[config.mk]
export PLATFORM = sky130hd
export DESIGN_NAME = crc_frame_ctrl
export DESIGN_NICKNAME = d
export VERILOG_FILES = /design/src/rtl/crc_frame_ctrl.sv
export SDC_FILE = /design/constraint.sdc
export NUM_CORES = 1
export LEC_CHECK = 0
export ABC_CLOCK_PERIOD_IN_PS = 1900
export BUFFER_PORTS_ARGS = -buffer_cell sky130_fd_sc_hd__buf_2
export CAP_MARGIN = 15
export CORE_ASPECT_RATIO = 0.8
export CORE_MARGIN = 4
export CORE_UTILIZATION = 40
export DETAILED_ROUTE_END_ITERATION = 6
export PLACE_DENSITY_LB_ADDON = 0.15
export SYNTH_ARGS = -nofsm -noshare
export SYNTH_HDL_FRONTEND = slang
export SYNTH_SLANG_ARGS = --single-unit
[constraint.sdc]
create_clock -name clk -period 1.9 [get_ports clk]
set_input_delay 0.095 -clock clk [delete_from_list [all_inputs] [get_ports clk]]
set_output_delay 0.095 -clock clk [all_outputs]
set_load 0.01 [all_outputs]
[src/rtl/crc_frame_ctrl.sv]
// Frame sequencer for a byte-wide CRC-16 engine: load, stream, finish, capture.
// Optional DATA-state stall timeout is enabled by defining CRC_TIMEOUT_EN.
module crc_frame_ctrl #(
    parameter int unsigned LEN_W       = 8,
    parameter int unsigned TIMEOUT_CYC = 255
) (
    input  logic             clk,
    input  logic             rst,
    input  logic             start,
    input  logic [LEN_W-1:0] frame_len,
    input  logic             abort,
    input  logic             in_valid,
    input  logic [7:0]       in_data,
    output logic             in_ready,
    output logic             crc_load,
    output logic             crc_en,
    output logic [7:0]       crc_in,
    output logic             d_finish,
    input  logic [7:0]       crc_out,
    output logic             busy,
    output logic             done,
    output logic [15:0]      crc_value,
    output logic             err
);

    typedef enum logic [2:0] {
        IDLE, LOAD, DATA, FINISH, CAP_HI, CAP_LO, DONE
    } state_t;

    state_t           state;
    logic [LEN_W-1:0] count;
    logic [7:0]       cap_hi;
    logic [7:0]       cap_lo;
    logic             accept;

`ifdef CRC_TIMEOUT_EN
    localparam int unsigned STALL_W = $clog2(TIMEOUT_CYC + 1);
    logic [STALL_W-1:0] stall;
`endif

    if (TIMEOUT_CYC == 0 || LEN_W == 0) begin : g_bad_param
        $error("crc_frame_ctrl: TIMEOUT_CYC and LEN_W must be non-zero");
    end

    assign accept = in_valid && in_ready;

    // Strobes are registered from the state, so each appears one cycle after
    // its state is entered; this yields the 5-cycle byte-to-done latency.
    always_ff @(posedge clk) begin
        if (!rst) begin
            state     <= IDLE;
            count     <= '0;
            cap_hi    <= '0;
            cap_lo    <= '0;
            in_ready  <= 1'b0;
            crc_load  <= 1'b0;
            crc_en    <= 1'b0;
            crc_in    <= '0;
            d_finish  <= 1'b0;
            busy      <= 1'b0;
            done      <= 1'b0;
            crc_value <= '0;
            err       <= 1'b0;
`ifdef CRC_TIMEOUT_EN
            stall     <= '0;
`endif
        end else begin
            crc_load <= 1'b0;
            crc_en   <= 1'b0;
            d_finish <= 1'b0;
            done     <= 1'b0;
            err      <= 1'b0;
            if (abort && state != IDLE) begin
                state    <= IDLE;
                busy     <= 1'b0;
                in_ready <= 1'b0;
            end else begin
                unique case (state)
                    IDLE: begin
                        if (start && !abort) begin
                            if (frame_len != '0) begin
                                count <= frame_len;
                                state <= LOAD;
                                busy  <= 1'b1;
                            end else begin
                                err <= 1'b1;
                            end
                        end
                    end
                    LOAD: begin
                        crc_load <= 1'b1;
                        in_ready <= 1'b1;
                        state    <= DATA;
`ifdef CRC_TIMEOUT_EN
                        stall    <= '0;
`endif
                    end
                    DATA: begin
                        if (accept) begin
                            crc_en <= 1'b1;
                            crc_in <= in_data;
                            count  <= count - 1'b1;
`ifdef CRC_TIMEOUT_EN
                            stall  <= '0;
`endif
                            if (count == LEN_W'(1)) begin
                                in_ready <= 1'b0;
                                state    <= FINISH;
                            end
                        end
`ifdef CRC_TIMEOUT_EN
                        else if (stall == STALL_W'(TIMEOUT_CYC - 1)) begin
                            err      <= 1'b1;
                            in_ready <= 1'b0;
                            busy     <= 1'b0;
                            state    <= IDLE;
                        end else begin
                            stall <= stall + 1'b1;
                        end
`endif
                    end
                    FINISH: begin
                        d_finish <= 1'b1;
                        state    <= CAP_HI;
                    end
                    CAP_HI: begin
                        cap_hi <= crc_out;
                        state  <= CAP_LO;
                    end
                    CAP_LO: begin
                        cap_lo <= crc_out;
                        state  <= DONE;
                    end
                    DONE: begin
                        // crc_value changes only together with done
                        crc_value <= {cap_hi, cap_lo};
                        done      <= 1'b1;
                        busy      <= 1'b0;
                        state     <= IDLE;
                    end
                    default: begin
                        state <= IDLE;
                        busy  <= 1'b0;
                    end
                endcase
            end
        end
    end

endmodule
==> impl_results.md, run 1 <==
- Final Hold Vio Count: 0
- Die height: 76.8 um
- Crit path required time: 2.12 ns
- IR drop worst, VDD: 0.445 mV
- DR vias: 2153
- Max cap viols: 0
- Hold Path Sink: state[1]$_SDFFE_PP0P_
- GRT overflow: 0
- FF+latch count, synth: 58
- Pleak: 1.36 nW
- Critical path class: reg -> reg
- Netlist cell types: 40
- Area leader, netlist: dfxtp_1
- Placed Instance Area: 2770 um2
- Top_reg_cell synth: dfxtp_1
- Worst flop-to-flop path startpoint: state[0]$_SDFFE_PP0P_
- Pwr Density: 1010 nW/um2
- RSZ-0062 raised after global routing: false
- Critical path arrival: 1.92 ns
- Fmax: 0.587 GHz
- Fraction of layout cells with a size suffix above 1: 0.262
- Worst r2r dst: crc_in[3]$_SDFFE_PN0P_
- Status: completed
- Die X: 94.0 um
- Critical path's top delay family: simple AND/OR/NAND/NOR gates
- Port Buffers: 59
- Vias in the first global route: 2052
- Worst Hold Class: in -> reg
- Clk Latency, worst-skew pair: 0.34 ns
- Filler instances: 525
- Syn_area_per_cell: 8.52 um2
- Post-Synthesis Cells: 278
- Post-synth top area share: 0.490
- Antenna Cells: 0
- Hold_sp: start
- Synth area leaders: dfxtp_1, nand2_1, a21oi_1, mux2i_1, nor2_1
- Global-route wire length before repair: 9.62 mm
- Worst-path cell chain: or3_1 -> nand2_1 -> nand4_1 -> buf_4 -> mux2i_1 -> nor2_1
- Period utilisation layout: 0.897
- Largest net degree at the start of global routing: 44
- Tot GR Track Use: 0.168
- Die Area: 7220 um2
- Async set-reset flop share out of synthesis: 0
- Setup TNS: 0 ns
- Synthesized area: 2370 um2
- Root buffer cell: clkbuf_8
- Final Skew: 0.00606 ns
- Fin util: 0.575
- Slowest CP cell: or3_1
- Clock buffer count from CTS: 9
- Syn_nets: 309
- Htree depth: 3
- Fraction of the yosys area taken by sequential cells: 0.490
- Worst slew margin: 0.671
- CP Max Fanout: 9
- Clock Tree Buf Depth: 2
- CTS tree: yes
- Num rows: 24
- Area Growth Syn to Fin: 35.6%
- Clock transition at the registers of the reported paths: 0.07 ns
- Post-CTS sizing: 0
- Core area: 5590 um2
- Antenna viol nets, final: 0
- Post-synth EDFFs: 0
- Worst reg2reg path depth: 6
- Final Critical Period: 1.70 ns
- Yosys warning count: 0
- Initial core utilization: 0.424
- Global placement routability congestion: 0.850
- DR iter-0 viols: 124
- Buf+Inv Stages, Crit Path: 1
- Router iterations before antenna repair: 4
- Detailed-route wire length: 5.63 mm
- Reg2reg setup slack: 0.20 ns
- Top-count cell post-synth: nand2_1
- IO Count: 60
- Final setup fails: 0
- Detailed-placement wirelength estimate: 3.80 mm
- Layout Nets: 392
- Post-synth top cells: nand2_1, dfxtp_1, a21oi_1, nor2_1, mux2i_1
- Num Clock Sinks: 58
- Slew @ Worst Pin: 0.494 ns
- WHS Path Cells: 3
- Post-CTS setup repair buffer count: 0
- Number of remaining DRC errors: 0
- Final Cell Area: 3210 um2
- CP max stage delay: 0.50 ns
- CP startpoint kind: flip-flop
- Mean number of vias per cell: 4.85
- CP Capture Type: flip-flop
- Initial antenna violation count: 0
- Fin. max-slew vios: 0
- DR WL/cell: 12.7 um
[worst reg2reg max path, delay by kind of cell (launching register included)]
family | cells | cell delay (ns)
flip-flops | 1 | 0.38
AND/OR/NAND/NOR | 4 | 0.82
multiplexers | 1 | 0.17
buffers and inverters | 1 | 0.21
[report_power, final]
| group | switching [mW] | internal, mW |
|---|---|---|
| Combinational | 0.235 | 0.201 |
| Sequential | 0.0464 | 1.26 |
| Clock | 0.503 | 1.00 |
[through the flow]
stage | hold WS, ns | setup slack (ns) | total power, mW | instances
after detailed placement | 0.333 | 0.218 | 1.74 | 411
after global placement | 0.322 | 0.263 | 1.74 | 411
after CTS | 0.0664 | 0.206 | 3.28 | 444
final | 0.0765 | 0.196 | 3.25 | 444
after floorplan | 0.174 | 0.369 | 1.61 | 278
after global routing | 0.100 | 0.0901 | 3.40 | 444
[flip-flops by register name (all words and copies together), names as in the netlist]
register   flops
crc_load       1
crc_in         8
busy           1
in_ready       1
cap_lo         8
d_finish       1
state          3
crc_en         1
crc_value     16
err            1
cap_hi         8
count          8
done           1
[layout make-up]
cell class                      count  area, um2  share of cell area
Sequential cell                    58       1160               0.362
Timing Repair Buffer               90        571               0.178
Clock buffer                        9        124              0.0386
Multi-Input combinational cell    199       1100               0.344
Inverter                            3       11.3             0.00351
Clock inverter                      7        141              0.0441
Tap cell                           78       97.6              0.0304
[placed cells by master, fill, tap and decap left out, types with 2 or more instances in the layout]
cell           netlist  final
a211oi_1             3      3
a21oi_1             35     35
buf_2                7     59
buf_4                2     14
bufinv_16            0      4
clkbuf_8             0      9
dfxtp_1             58     58
dlygate4sd3_1        0     17
ha_1                 2      2
inv_1                2      2
mux2i_1             16     16
nand2_1             63     63
nand2b_1             5      5
nand3b_1             2      2
nor2_1              29     29
nor3_1               5      5
nor4_1               4      4
o211ai_1             4      4
o21ai_0              4      4
o31ai_1              4      4
o32ai_1              2      2
or3_1                3      3
[worst max path at each step]
| stage | from | to | slack [ns] | depth (start not counted) |
|---|---|---|---|---|
| after floorplan | state[2]$_SDFFE_PP0P_ | count[1]$_SDFFE_PN0P_ | 0.37 | 6 |
| after global placement | state[2]$_SDFFE_PP0P_ | count[6]$_SDFFE_PN0P_ | 0.26 | 4 |
| after detailed placement | state[0]$_SDFFE_PP0P_ | crc_in[3]$_SDFFE_PN0P_ | 0.22 | 6 |
| after CTS | state[0]$_SDFFE_PP0P_ | crc_in[3]$_SDFFE_PN0P_ | 0.21 | 6 |
| after global routing | state[2]$_SDFFE_PP0P_ | crc_in[6]$_SDFFE_PN0P_ | 0.09 | 6 |
| final | state[0]$_SDFFE_PP0P_ | crc_in[3]$_SDFFE_PN0P_ | 0.20 | 6 |
[routing by layer]
metal | share of wire | track usage | vias up
li1 | - | - | 1118
met1 | 0.50 | 0.227 | 969
met2 | 0.42 | 0.241 | 57
met3 | 0.064 | 0.0685 | 9
met4 | 0.015 | 0.0577 | 0
met5 | 0 | 0 | -
[kinds of logic (layout without fill, tap and decap cells)]
| family | after synthesis | in the layout | synth area share |
|---|---|---|---|
| and+or+nand+nor | 122 | 122 | 0.235 |
| DFF | 58 | 58 | 0.490 |
| AOI/OAI and AO/OA | 59 | 59 | 0.153 |
| buffers and inverters | 21 | 109 | 0.0433 |
| adders and majority gates | 2 | 2 | 0.0106 |
| muxes | 16 | 16 | 0.0677 |
[what timing repair did]
action | CTS | global route
endpoints found under the setup margin | 0 | 0
endpoints found under the hold margin | 19 | 0
hold buffers | 17 | 0
(Power assumes the default switching activity.)
==> run 2: changes to the inputs <==
Settings changed: ABC_AREA from default to 1, CTS_CLUSTER_SIZE from default to 24.
==> run 2 against run 1 <==
Net effect: core utilization decreased by 7.7 points; final cell count rose by 10%; non-clock buffer count decreased by 28; clock power fell by 38%; sequential power up 13%; synthesized cell count increased by 23%; clock skew increased by 0.0029 ns; sequential share of layout area rose by 3.5 points; global-route usage grew 0.15 points; worst hold slack got worse by 0.065 ns.
==> impl_results.md, run 2 <==
- Status: completed
- Global-route wire length before repair: 9.74 mm
- Antenna viol nets, final: 0
- Crit path required time: 2.11 ns
- Post-synthesis compound-gate area fraction: 0.126
- Die X: 94.8 um
- CP Launch Point: state[0]$_SDFFE_PP0P_
- Worst Hold Class: in -> reg
- Initial core utilization: 0.410
- Fraction of layout cells with a size suffix above 1: 0.213
- Final Critical Period: 1.60 ns
- Synth area leaders: dfxtp_1, nor2_1, o21ai_0, nand2_1, inv_1
- Fmax: 0.626 GHz
- Hold-fix buffers, CTS: 0
- Max cap viols: 0
- Syn_nets: 372
- Number of remaining DRC errors: 0
- DR WL/cell: 11.7 um
- Router iterations before antenna repair: 4
- Cell Count Post-Placement: 474
- Simple-gate share of the synthesized area: 0.302
- Syn_area_per_cell: 7.08 um2
- Fin. max-slew vios: 0
- DR iter-0 viols: 129
- Final std cells w/o fill: 489
- Final Skew: 0.00894 ns
- Synth Area in Adders: 0.0104
- Final Hold Vio Count: 0
- Antenna Cells: 0
- Post-synth EDFFs: 0
- Critical path class: reg -> reg
- Worst-path cell chain: nor2_2 -> nand2_4 -> inv_2 -> nand3_2 -> o21ai_0 -> a21oi_1
- Setup TNS: 0 ns
- CP startpoint kind: flip-flop
- Most frequent cells in the layout: nor2_1, buf_2, dfxtp_1
- Biggest register: crc_value
- Critical Path End: crc_in[0]$_SDFFE_PN0P_
- Filler instances: 637
- Final setup fails: 0
- Htree depth: 3
- Netlist cell types: 25
- Period utilisation layout: 0.841
- Largest family of logic cells by synthesized area: simple AND/OR/NAND/NOR gates
- XOR/XNOR Fraction of Synth Area: 0.00363
- Reg2reg setup slack: 0.30 ns
- Yosys warning count: 0
- Area leader, netlist: dfxtp_1
- Post-Synthesis Cells: 341
- Async set-reset flop share out of synthesis: 0
- Slowest CP cell: dfxtp_1
- Clock Tree Buf Depth: 2
- Critical path arrival: 1.81 ns
- DR vias: 2242
- Die height: 77.5 um
- CP Max Fanout: 17
- Die Area: 7350 um2
- CP max stage delay: 0.36 ns
- RSZ-0062 raised after global routing: false
- Port Buffers: 59
- Area of the multi-input gates: 1070 um2
- Clock transition at the registers of the reported paths: 0.07 ns
- Worst r2r dst: crc_in[0]$_SDFFE_PN0P_
- CP Capture Type: flip-flop
- Fraction of the yosys area taken by sequential cells: 0.481
- Root buffer cell: clkbuf_8
- Largest net degree at the start of global routing: 27
- Post-synth top area share: 0.481
- Multiplexer share of the synthesized area: 0
- Layout Nets: 435
- Detailed-route wire length: 5.70 mm
- Pleak: 1.40 nW
- Core area: 5880 um2
- Area Growth Syn to Fin: 21.2%
- Tot GR Track Use: 0.170
- Slew @ Worst Pin: 0.426 ns
- Clock buffer count from CTS: 9
- Post-synth top cells: nor2_1, dfxtp_1, nand2_1, o21ai_0, inv_1
- Commonest non-fill, non-tap cell in the layout: nor2_1
- Clk Latency, worst-skew pair: 0.33 ns
- Sequential cell area: 1160 um2
- Top-count cell post-synth: nor2_1
- Num rows: 25
- Worst slew margin: 0.716
- Synthesized area: 2410 um2
- Largest register FFs: 16
- Global placement routability congestion: 0.828
- Vias in the first global route: 2094
- Fin util: 0.497
- IR drop worst, VDD: 0.438 mV
- CTS tree: yes
- FF+latch count, synth: 58
- Post-CTS sizing: 0
- Num Clock Sinks: 58
- GRT overflow: 0
- Worst reg2reg path depth: 6
- Post-CTS setup repair buffer count: 0
- IO Count: 60
- Pwr Density: 1210 nW/um2
- Initial antenna violation count: 0
- Detailed-placement wirelength estimate: 4.21 mm
- Worst flop-to-flop path startpoint: state[0]$_SDFFE_PP0P_
- Mean number of vias per cell: 4.58
- Top_reg_cell synth: dfxtp_1
[run 2: changes by cell type in the layout (fill, tap and decap cells not counted), sizes merged, moves of 11 or more]
| cell | before | now |
|---|---|---|
| inv | 2 | 32 |
| nor2 | 30 | 103 |
| a21oi | 35 | 13 |
| buf | 73 | 62 |
| mux2i | 16 | 0 |
| nand3 | 1 | 13 |
| dlygate4sd3 | 17 | 0 |
| o21ai | 4 | 47 |
[run 2: worst min path at each step]
| stage | from | endpoint | cells after the start | slack, ns |
|---|---|---|---|---|
| 2_1_floorplan | abort | err$_SDFF_PP0_ | 1 | 0.17 |
| 3_3_place_gp | abort | err$_SDFF_PP0_ | 2 | 0.36 |
| 3_5_place_dp | abort | err$_SDFF_PP0_ | 2 | 0.36 |
| 4_1_cts | abort | err$_SDFF_PP0_ | 2 | 0.0009 |
| 5_1_grt | abort | err$_SDFF_PP0_ | 2 | 0.01 |
| 6_report | abort | err$_SDFF_PP0_ | 2 | 0.01 |
[run 2: critical path, delay by kind of cell, from the launching register on]
kind	cells	cell delay (ns)
and+or+nand+nor	3	0.63
DFF	1	0.36
AOI/OAI and AO/OA	2	0.32
buffers and inverters	1	0.16
[run 2: power by group]
group / switching, mW / internal [mW] / total [mW]
registers: 0.121 / 1.35 / 1.48
clock network: 0.484 / 0.455 / 0.939
logic: 0.732 / 0.400 / 1.13
total: 1.34 / 2.21 / 3.55
[run 2: final cells by class]
class | instances | area share
flip-flops and latches | 58 | 0.397
multi-input cells | 241 | 0.364
repair buffers | 62 | 0.109
clock buffers | 9 | 0.0423
inverters | 32 | 0.0411
well taps | 81 | 0.0346
clock inverters | 6 | 0.0120
[run 2: routing by layer]
| metal | part of all wire | track usage |
|---|---|---|
| met1 | 0.53 | 0.243 |
| met2 | 0.39 | 0.232 |
| met3 | 0.070 | 0.0669 |
| met4 | 0.0061 | 0.0519 |
| met5 | 0 | 0 |
[run 2: logic make-up (layout without fill, tap and decap cells)]
logic type	after synthesis	in the layout
AOI/OAI and AO/OA	60	60
xor gates and xnor gates	1	1
adders and majority gates	2	2
buffers and inverters	42	109
DFF	58	58
and+or+nand+nor	178	178
[run 2: per-stage QoR]
| step | hold slack [ns] | total power, mW | setup WS (ns) | instance area, um2 |
|---|---|---|---|---|
| after floorplan | 0.174 | 2.40 | 0.659 | 2410 |
| after global placement | 0.358 | 2.61 | 0.329 | 2770 |
| after detailed placement | 0.360 | 2.63 | 0.289 | 2770 |
| after CTS | 0.000900 | 3.57 | 0.287 | 2930 |
| after global routing | 0.0116 | 3.83 | 0.120 | 2930 |
| final | 0.0114 | 3.55 | 0.301 | 2930 |
